--- src/rtl/bProcess_pkg.sv ---
// Shared definitions for the branch resolve queue and the branch-process stage that
// decodes its back-end packets: packet layout, entry layout and control states.
package bProcess_pkg;

    localparam int PKT_W    = 42;
    localparam int MISP_BIT = 41;
    localparam int CNT_HI   = 40;
    localparam int CNT_LO   = 38;
    localparam int ERR_HI   = 37;
    localparam int ERR_LO   = 35;
    localparam int PC_HI    = 31;

    typedef enum logic [1:0] {
        ACCUM = 2'd0,
        SEND  = 2'd1,
        FLUSH = 2'd2
    } brq_state_e;

    typedef struct packed {
        logic        mispredict;
        logic [2:0]  counter;
        logic [2:0]  err_idx;
        logic [2:0]  rsvd;
        logic [31:0] correct_pc;
    } brq_pkt_t;

    typedef struct packed {
        logic        valid;
        logic        resolved;
        logic        pred_taken;
        logic [31:0] pred_target;
        logic [31:0] fallthrough;
        logic        act_taken;
        logic [31:0] act_target;
    } brq_entry_t;

endpackage

--- src/rtl/b_resolve_entry_ram.sv ---
// Entry storage for the resolve queue: one write port for enqueue, one for resolution,
// per-entry retire clear, whole-queue squash, and an asynchronous read of the head entry.
module b_resolve_entry_ram
    import bProcess_pkg::*;
#(
    parameter int DEPTH = 8
) (
    input  logic        clk,
    input  logic        rst,
    input  logic        enq_we,
    input  logic [2:0]  enq_idx,
    input  logic        enq_taken,
    input  logic [31:0] enq_target,
    input  logic [31:0] enq_fallthrough,
    input  logic        res_we,
    input  logic [2:0]  res_idx,
    input  logic        res_taken,
    input  logic [31:0] res_target,
    input  logic        ret_we,
    input  logic        flush,
    input  logic [2:0]  head_idx,
    output brq_entry_t  head_entry
);

    brq_entry_t entries_q [DEPTH];
    brq_entry_t entries_d [DEPTH];

    // Later writes win: a squash discards anything enqueued or resolved in the same cycle.
    always_comb begin
        entries_d = entries_q;
        if (enq_we) begin
            entries_d[enq_idx]             = '0;
            entries_d[enq_idx].valid       = 1'b1;
            entries_d[enq_idx].pred_taken  = enq_taken;
            entries_d[enq_idx].pred_target = enq_target;
            entries_d[enq_idx].fallthrough = enq_fallthrough;
        end
        if (res_we && entries_q[res_idx].valid && !entries_q[res_idx].resolved) begin
            entries_d[res_idx].resolved   = 1'b1;
            entries_d[res_idx].act_taken  = res_taken;
            entries_d[res_idx].act_target = res_target;
        end
        if (ret_we) begin
            entries_d[head_idx].valid    = 1'b0;
            entries_d[head_idx].resolved = 1'b0;
        end
        if (flush) begin
            for (int i = 0; i < DEPTH; i++) begin
                entries_d[i].valid    = 1'b0;
                entries_d[i].resolved = 1'b0;
            end
        end
    end

    always_ff @(posedge clk) begin
        if (rst) begin
            for (int i = 0; i < DEPTH; i++) begin
                entries_q[i] <= '0;
            end
        end else begin
            entries_q <= entries_d;
        end
    end

    assign head_entry = entries_q[head_idx];

endmodule

--- src/rtl/b_resolve_queue.sv ---
// In-order tracker of predicted branches: enqueues predictions, takes out-of-order
// resolutions by tag, retires in program order and emits commit / mispredict packets.
module b_resolve_queue
    import bProcess_pkg::*;
#(
    parameter int DEPTH = 8,
    parameter int GROUP = 4,
    parameter int PC_W  = 32
) (
    input  logic             clk,
    input  logic             rst,
    input  logic             enq_valid,
    output logic             enq_ready,
    input  logic             enq_taken,
    input  logic [PC_W-1:0]  enq_target,
    input  logic [PC_W-1:0]  enq_fallthrough,
    output logic [2:0]       enq_tag,
    input  logic             res_valid,
    input  logic [2:0]       res_tag,
    input  logic             res_taken,
    input  logic [PC_W-1:0]  res_target,
    output logic             out_valid,
    input  logic             out_ready,
    output logic [PKT_W-1:0] out_data,
    output logic [3:0]       occupancy
);

    localparam logic [2:0] PTR_MASK = 3'(DEPTH - 1);

    brq_state_e       state_q, state_d;
    logic [2:0]       head_q, head_d;
    logic [2:0]       tail_q, tail_d;
    logic [3:0]       count_q, count_d;
    logic [2:0]       acc_q, acc_d;
    logic [PKT_W-1:0] pkt_q, pkt_d;

    logic       enq_fire;
    logic       res_we;
    logic       retire;
    logic       squash;
    logic       head_misp;
    brq_entry_t head_entry;

    function automatic logic [2:0] ptr_inc(input logic [2:0] p);
        return (p + 3'd1) & PTR_MASK;
    endfunction

    b_resolve_entry_ram #(.DEPTH(DEPTH)) u_ram (
        .clk             (clk),
        .rst             (rst),
        .enq_we          (enq_fire),
        .enq_idx         (tail_q),
        .enq_taken       (enq_taken),
        .enq_target      (enq_target),
        .enq_fallthrough (enq_fallthrough),
        .res_we          (res_we),
        .res_idx         (res_tag),
        .res_taken       (res_taken),
        .res_target      (res_target),
        .ret_we          (retire),
        .flush           (squash),
        .head_idx        (head_q),
        .head_entry      (head_entry)
    );

    assign enq_fire  = enq_valid & enq_ready;
    assign res_we    = res_valid & (state_q != FLUSH);
    assign head_misp = (head_entry.act_taken != head_entry.pred_taken) ||
                       (head_entry.act_taken && (head_entry.act_target != head_entry.pred_target));

    always_ff @(posedge clk) begin
        if (rst) begin
            state_q <= ACCUM;
            head_q  <= '0;
            tail_q  <= '0;
            count_q <= '0;
            acc_q   <= '0;
            pkt_q   <= '0;
        end else begin
            state_q <= state_d;
            head_q  <= head_d;
            tail_q  <= tail_d;
            count_q <= count_d;
            acc_q   <= acc_d;
            pkt_q   <= pkt_d;
        end
    end

    // A full commit group is flushed out before another entry may retire.
    always_comb begin
        state_d = state_q;
        head_d  = head_q;
        tail_d  = tail_q;
        acc_d   = acc_q;
        pkt_d   = pkt_q;
        retire  = 1'b0;
        squash  = 1'b0;
        unique case (state_q)
            ACCUM: begin
                if (acc_q == 3'(GROUP)) begin
                    pkt_d                 = '0;
                    pkt_d[CNT_HI:CNT_LO]  = acc_q;
                    acc_d                 = '0;
                    state_d               = SEND;
                end else if (head_entry.valid && head_entry.resolved) begin
                    if (head_misp) begin
                        pkt_d                = '0;
                        pkt_d[MISP_BIT]      = 1'b1;
                        pkt_d[CNT_HI:CNT_LO] = acc_q;
                        pkt_d[ERR_HI:ERR_LO] = acc_q;
                        pkt_d[PC_HI:0]       = head_entry.act_taken ? head_entry.act_target
                                                                    : head_entry.fallthrough;
                        acc_d                = '0;
                        squash               = 1'b1;
                        state_d              = FLUSH;
                    end else begin
                        retire = 1'b1;
                        acc_d  = acc_q + 3'd1;
                    end
                end else if ((acc_q != 3'd0) && (count_q == 4'd0)) begin
                    pkt_d                = '0;
                    pkt_d[CNT_HI:CNT_LO] = acc_q;
                    acc_d                = '0;
                    state_d              = SEND;
                end
            end
            SEND, FLUSH: begin
                if (out_ready) begin
                    state_d = ACCUM;
                end
            end
            default: state_d = ACCUM;
        endcase
        if (enq_fire) begin
            tail_d = ptr_inc(tail_q);
        end
        if (retire) begin
            head_d = ptr_inc(head_q);
        end
        count_d = count_q + 4'(enq_fire) - 4'(retire);
        if (squash) begin
            tail_d  = head_q;
            count_d = '0;
        end
    end

    always_comb begin
        out_valid = (state_q != ACCUM);
        enq_ready = (count_q < 4'(DEPTH)) && (state_q != FLUSH);
    end

    assign out_data  = pkt_q;
    assign enq_tag   = tail_q;
    assign occupancy = count_q;

endmodule

--- config.mk ---
export PLATFORM = sky130hd
export DESIGN_NAME = b_resolve_queue
export DESIGN_NICKNAME = d
export VERILOG_FILES = /design/src/rtl/bProcess_pkg.sv /design/src/rtl/b_resolve_entry_ram.sv /design/src/rtl/b_resolve_queue.sv
export SDC_FILE = /design/constraint.sdc
export NUM_CORES = 2
export LEC_CHECK = 0
export CAP_MARGIN = 20
export CORE_MARGIN = 2
export CORE_UTILIZATION = 60
export CTS_CLUSTER_DIAMETER = 60
export CTS_CLUSTER_SIZE = 16
export DETAILED_ROUTE_END_ITERATION = 12
export GPL_TIMING_DRIVEN = 0
export PLACE_DENSITY_LB_ADDON = 0.12
export SLEW_MARGIN = 30
export SYNTH_ARGS = -nofsm -noshare
export SYNTH_HDL_FRONTEND = slang
export SYNTH_SLANG_ARGS = --single-unit
export TNS_END_PERCENT = 50
--- constraint.sdc ---
create_clock -name clk -period 5 [get_ports clk]
set_input_delay 1 -clock clk [delete_from_list [all_inputs] [get_ports clk]]
set_output_delay 1 -clock clk [all_outputs]
set_load 0.01 [all_outputs]
# Yosys cells after proc, flatten, opt, wreduce, memory -nomap -nowiden
# Cells that the tools add are included.
# W data, S select, Z words.
[word_totals]
regBits = 857
latch_bits = 0
ramBits = 0
romBits = 0
inputBits = 106
output_inout_bits = 51
word_cells = 176
n_memories = 0
[classes]
n_addsub = 5
multipliers = 0
n_div = 0
magnitude_cmp = 7
eq_ne = 10
n_shift = 0
mux = 63
n_bitwise = 7
reduce_logical = 22
[op_table]
columns = ["op", "n"]
rows = [
  ["$bwmux W800", 9],
  ["$demux W100 S3", 10],
  ["$mux W800", 3],
  ["$and A800 B800 Y800", 1],
  ["$not A800 Y800", 1],
  ["$mux W100", 7],
  ["$bmux W100 S3", 2],
  ["$mux W99", 2],
  ["$mux W42", 4],
  ["$mux W98", 1],
  ["$mux W97", 1],
  ["$mux W65", 1],
  ["$mux W32", 2],
  ["$mux W33", 1],
  ["$ne A32 B32 Y1", 1],
  ["$mux W3", 6],
  ["$ge A4 B4 Y1 const B", 3],
  ["$lt A4 B1 Y1 const B", 3],
  ["$not A3 Y4", 3],
  ["$mux W2", 5],
  ["$add A3 B1 Y3 const B", 3],
  ["$logic_and A1 B1 Y1", 9],
  ["$mux W1", 8],
  ["$ne A4 B4 Y1 const B", 2],
  ["other kinds (20)", 26],
]

# Depth between registers and ports, before layout
[logic_depth]
depth_word = 19
mapped_depth = 18
ltp_nobuf = 15

# By module
# A second synthesis with hierarchy kept.
[unflattened]
cells_unflattened = 4784
area_unflattened_um2 = 38305.5
[by_module_without_submodules]
columns = ["module", "n_inst", "cells_each", "area_per_inst_um2", "seq_area_each_um2"]
rows = [
  ["b_resolve_entry_ram", 1, 4443, 35116.2, 16015.4],
  ["b_resolve_queue", 1, 341, 3189.3, 1081.0],
]

# Worst setup path before layout
# OpenSTA, ideal clock, no wires.
[synth_path]
path_type = "register to register"
start = "reg head_q[0]"
end = "reg count_q[2] (netlist: occupancy[2])"
setup_time_ns = 0.117
t_arrival_ns = 3.678
required_ns = 4.883
path_slack_ns = 1.205
path_stages_with_launch = 19
path_buffers = 3
period_less_slack_ns = 3.795
path_cell_list = "dfxtp_1 buf_6 buf_4 buf_4 mux4_2 xnor2_1 nand2_1 a211o_1 a2111oi_0 nand4_1 o21a_1 nor2_1 ha_1 inv_1 ha_1 inv_1 fa_1 xor2_1 nor2_1"
[synth_via]
elab_chain_cells = 12
elab_cells_between_ends = 19
cone_classes = "1 x add/sub; 2 x eq/ne; 11 x mux; 1 x bitwise; 4 x reduce/logical"
[synth_rtl]
columns = ["element", "line_no", "rtl"]
rows = [
  ["start, declared", "b_resolve_queue.sv:31", "logic [2:0] head_q, head_d;"],
  ["start signal, assigned", "b_resolve_queue.sv:74", "head_q <= '0;"],
  ["start signal, assigned", "b_resolve_queue.sv:81", "head_q <= head_d;"],
  ["$not A3 Y4 (not written as such) (*)", "b_resolve_entry_ram.sv:65", "assign head_entry = entries_q[head_idx];"],
  ["$bmux W100 S3 (*)", "b_resolve_entry_ram.sv:65", ""],
  ["$mux W100 (not written as such) (*) (2 in a row)", "b_resolve_entry_ram.sv:65", ""],
  ["$ne A32 B32 Y1", "b_resolve_queue.sv:69", "(head_entry.act_taken && (head_entry.act_target != head_entry.pred_target));"],
  ["$logic_and A1 B1 Y1", "b_resolve_queue.sv:69", ""],
  ["$logic_or A1 B1 Y1", "b_resolve_queue.sv:68", "assign head_misp = (head_entry.act_taken != head_entry.pred_taken) ||"],
  ["$mux W1", "b_resolve_queue.sv:106", "if (head_misp) begin"],
  ["$mux W1", "b_resolve_queue.sv:105", "end else if (head_entry.valid && head_entry.resolved) begin"],
  ["$mux W1", "b_resolve_queue.sv:100", "if (acc_q == 3'(GROUP)) begin"],
  ["$mux W1", "b_resolve_queue.sv:98", "unique case (state_q)"],
  ["$sub A4 B1 Y4 / $reduce_or A2 Y1 (equally long branches)", "-", ""],
  ["end signal, assigned", "b_resolve_queue.sv:83", "count_q <= count_d;"],
  ["end, declared", "b_resolve_queue.sv:33", "logic [3:0] count_q, count_d;"],
]
# Mark *: on every way between the ends. The rest lies on a longest branch, timed or not. The select of a mux whose other input is x is not followed.
# A chain may end at the register's enable or synchronous reset.

# Worst setup path after layout
[layout_path]
start = "reg head_q[2]"
end = "reg pkt_q[2] (netlist: out_data[2])"
[layout_via]
elab_chain_cells = 9
elab_cells_between_ends = 16
cone_classes = "3 x eq/ne; 7 x mux; 1 x bitwise; 5 x reduce/logical"
[layout_rtl]
columns = ["element", "line_no", "rtl"]
rows = [
  ["$not A3 Y4 (not written as such) (*)", "b_resolve_entry_ram.sv:65", ""],
  ["$bmux W100 S3 (*)", "b_resolve_entry_ram.sv:65", ""],
  ["$mux W100 (not written as such) (*) (2 in a row)", "b_resolve_entry_ram.sv:65", ""],
  ["$ne A32 B32 Y1", "b_resolve_queue.sv:69", ""],
  ["$logic_and A1 B1 Y1", "b_resolve_queue.sv:69", ""],
  ["$logic_or A1 B1 Y1", "b_resolve_queue.sv:68", ""],
  ["$ne A3 B3 Y1 (no line)", "-", ""],
  ["$reduce_and A3 Y1 (no line)", "-", ""],
  ["end signal, assigned", "b_resolve_queue.sv:85", "pkt_q <= pkt_d;"],
  ["end, declared", "b_resolve_queue.sv:35", "logic [PKT_W-1:0] pkt_q, pkt_d;"],
]
# Marked as above.

==> flow_summary.json <==
{
  "start_kind": "flip-flop",
  "status": "finished with violations",
  "critPathMaxFanout": 10,
  "yosys_warnings": 0,
  "viasPerCell": 6.85,
  "timing.critical_path.mode_cell": "buf_2",
  "ant_nets": 0,
  "min_path_type": "flip-flop to flip-flop",
  "setup_tns_ns": -2.53,
  "cp.arrival_ns": 5.96,
  "antenna_found_initial": 22,
  "cts_num_sinks": 854,
  "route.met2.wl_um": 70400,
  "n_fill_cell": 5622,
  "cap_viol_max_count": 0,
  "grt_max_degree": 17,
  "skew_ns": 0.0233,
  "drc_errors": 0,
  "crit_slowest_cell": "clkbuf_1",
  "synth-edff-count": 0,
  "grt_pass1_wl_um": 245000,
  "cp_top_family": "buffers and inverters",
  "setup_ws_ns": -0.394,
  "critPathRequiredTime_ns": 5.57,
  "h-tree-depth": 2,
  "root_buffer": "clkbuf_16",
  "core_mm2": 0.0629,
  "pin_count": 157,
  "cts_buffers": 61,
  "netlist_area_mm2": 0.0380,
  "fin_crit_sh": 1.08,
  "grt.overflow.total": 0,
  "cp_cell_sequence": "buf_2 > buf_2 > buf_2 > clkdlybuf4s15_2 > clkbuf_2 > clkbuf_1 > clkbuf_1 > o21ai_0 > o22ai_1 > o32ai_1",
  "start_util": 0.604,
  "place_hpwl_um": 124000,
  "synth-seq-area-share": 0.450,
  "cts_hold_buf": 0,
  "drv_slew": 0,
  "dpl_cell_area_mm2": 0.0398,
  "ys.flop_type": "dfxtp_1",
  "async_reset_ff_frac": 0,
  "wl_met3_um": 29500,
  "maxSlewHeadroom": 0.122,
  "insertion_delay_ns": 0.70,
  "num_rows": 92,
  "design_area_mm2": 0.0418,
  "drtIter0Drc": 6757,
  "layout-drive-gt1-share": 0.0901,
  "multi_input_area_mm2": 0.0185,
  "portBuffers": 55,
  "yosysUniqueCellTypes": 70,
  "wl_met1_um": 59100,
  "netlist_instances": 4689,
  "violations": "negative setup slack",
  "worstMarginPinSlew_ns": 1.32,
  "rsz0062_at_grt": "yes",
  "yosys-top-cells-area": "dfxtp_1 45%, nand2_1 14%, a21oi_1 11%",
  "power_leakage_nw": 13.4,
  "fmaxAchievable_ghz": 0.185,
  "ir_drop_v": 0.000379,
  "routed.top_layer": "met5",
  "criticalPathCategory": "flip-flop to flip-flop",
  "cts_tree": "built",
  "wl_per_cell_um": 31.1,
  "period_minus_slack_ns": 5.39,
  "die_area_mm2": 0.0653,
  "gp_congestion": 1.09,
  "yosysTopAreaCellShare": 0.450,
  "ys_ff_latch": 854,
  "syn2layout_area_growth_pct": 10.1,
  "wl_um": 177000,
  "synth.largest_area_cell": "dfxtp_1",
  "track_usage": 0.520,
  "critical-path-max-stage-delay_ns": 1.03,
  "holdWs_ns": 0.454,
  "syn_area_per_cell_um2": 8.10,
  "layout.nets": 4939,
  "power_w": 0.0136,
  "crit_buf_inv": 7,
  "ff_latch_area_mm2": 0.0171,
  "clk_pin_slew_ns": 0.08,
  "finalHoldViolations": 0,
  "end_kind": "flip-flop",
  "firstDrtPassIters": 12,
  "post-synth-top-count-cell": "nand2_1",
  "clockBufferDepth": 3,
  "dr_total_vias": 39100,
  "grt_pass1_vias": 34800,
  "setup_viol": 18,
  "die_width_um": 256,
  "synthTopCellsByCount": "1406 x nand2_1, 854 x dfxtp_1, 838 x a21oi_1",
  "power-per-cell-area_mw_per_mm2": 326,
  "die_height_um": 256
}
-- power breakdown --
group | switching [W] | internal (W)
Sequential | 0.0000966 | 0.00696
Clock | 0.00256 | 0.00243
Combinational | 0.00116 | 0.000437
Total | 0.00381 | 0.00983
-- per-layer routing --
layer	vias up	global-route usage
met5	-	0.0139
met2	3499	0.727
met3	1082	0.237
met1	18300	0.614
met4	24	0.416
li1	16200	-
-- cell families (layout without fill, tap and decap cells) --
logic type,Yosys count,in the layout,synth area share
AND/OR/NAND/NOR,1872,1872,0.203
AO/OA/AOI/OAI,1100,1100,0.168
flip-flops,854,854,0.450
buffers and inverters,554,701,0.0649
multiplexers,212,212,0.0905
XOR/XNOR,84,84,0.0194
adder cells (fa/ha/maj),12,12,0.00415
other,1,28,0.0000987
-- path summary, 6_finish.rpt --
check | startpoint | to | slack [ns] | cells after the start
worst min register to register | flip-flop | flip-flop | 0.45 | 2
worst max-delay path | head_q[2]$_SDFFE_PP0N_ | out_data[2]$_SDFFE_PP0P_ | -0.39 | 10
worst min-delay path | flip-flop | flip-flop | 0.45 | 2
worst max register to register | head_q[2]$_SDFFE_PP0N_ | out_data[2]$_SDFFE_PP0P_ | -0.39 | 10
-- cell usage in the layout, fill, tap and decap left out, types with 10 or more instances in the layout --
cell type / count
a211oi_1: 11
a21oi_1: 838
a221o_1: 14
a221oi_1: 42
a22oi_1: 42
and2_1: 10
and3_1: 11
buf_1: 44
buf_2: 25
buf_4: 94
buf_6: 10
clkbuf_1: 296
clkbuf_16: 63
clkbuf_2: 31
clkdlybuf4s50_1: 55
dfxtp_1: 852
diode_2: 25
ha_1: 11
inv_1: 54
mux2_2: 37
mux2i_1: 68
mux4_2: 101
nand2_1: 1406
nand3_1: 286
nand4_1: 12
nor2_1: 51
nor3_1: 30
o21ai_0: 43
o32ai_1: 15
o32ai_2: 20
xnor2_1: 47
xor2_1: 37
-- worst min-delay path, delay by kind of cell (launching register included) --
kind               cells  cell delay (ns)
AOI/OAI and AO/OA      1             0.05
DFF                    1             0.31
and+or+nand+nor        1             0.05
-- metrics by stage --
| step | instances | worst slack, ns | util |
|---|---|---|---|
| after floorplan | 4691 | 1.20 | - |
| after global placement | 5592 | -1.24 | 0.630 |
| after detailed placement | 5600 | -0.824 | 0.633 |
| after CTS | 5680 | 0.0108 | 0.663 |
| after global routing | 5688 | -0.0231 | 0.664 |
| final | 5709 | -0.394 | 0.665 |
-- layout make-up --
cell class | instances | area share
Sequential cell | 854 | 0.409
Buffer | 497 | 0.0575
Clock buffer | 72 | 0.0400
Tap cell | 846 | 0.0253
Inverter | 56 | 0.00503
Multi-Input combinational cell | 3283 | 0.443
Timing Repair Buffer | 68 | 0.0166
Antenna cell | 25 | 0.00150
Clock inverter | 8 | 0.00236
-- timing repair --
action                     4_1_cts  5_1_grt
pin swaps                        2        4
resized for setup               37       22
hold endpoints to repair         0        0
buffers inserted                 1        4
setup endpoints to repair       45        7
(Power assumes the default switching activity.)
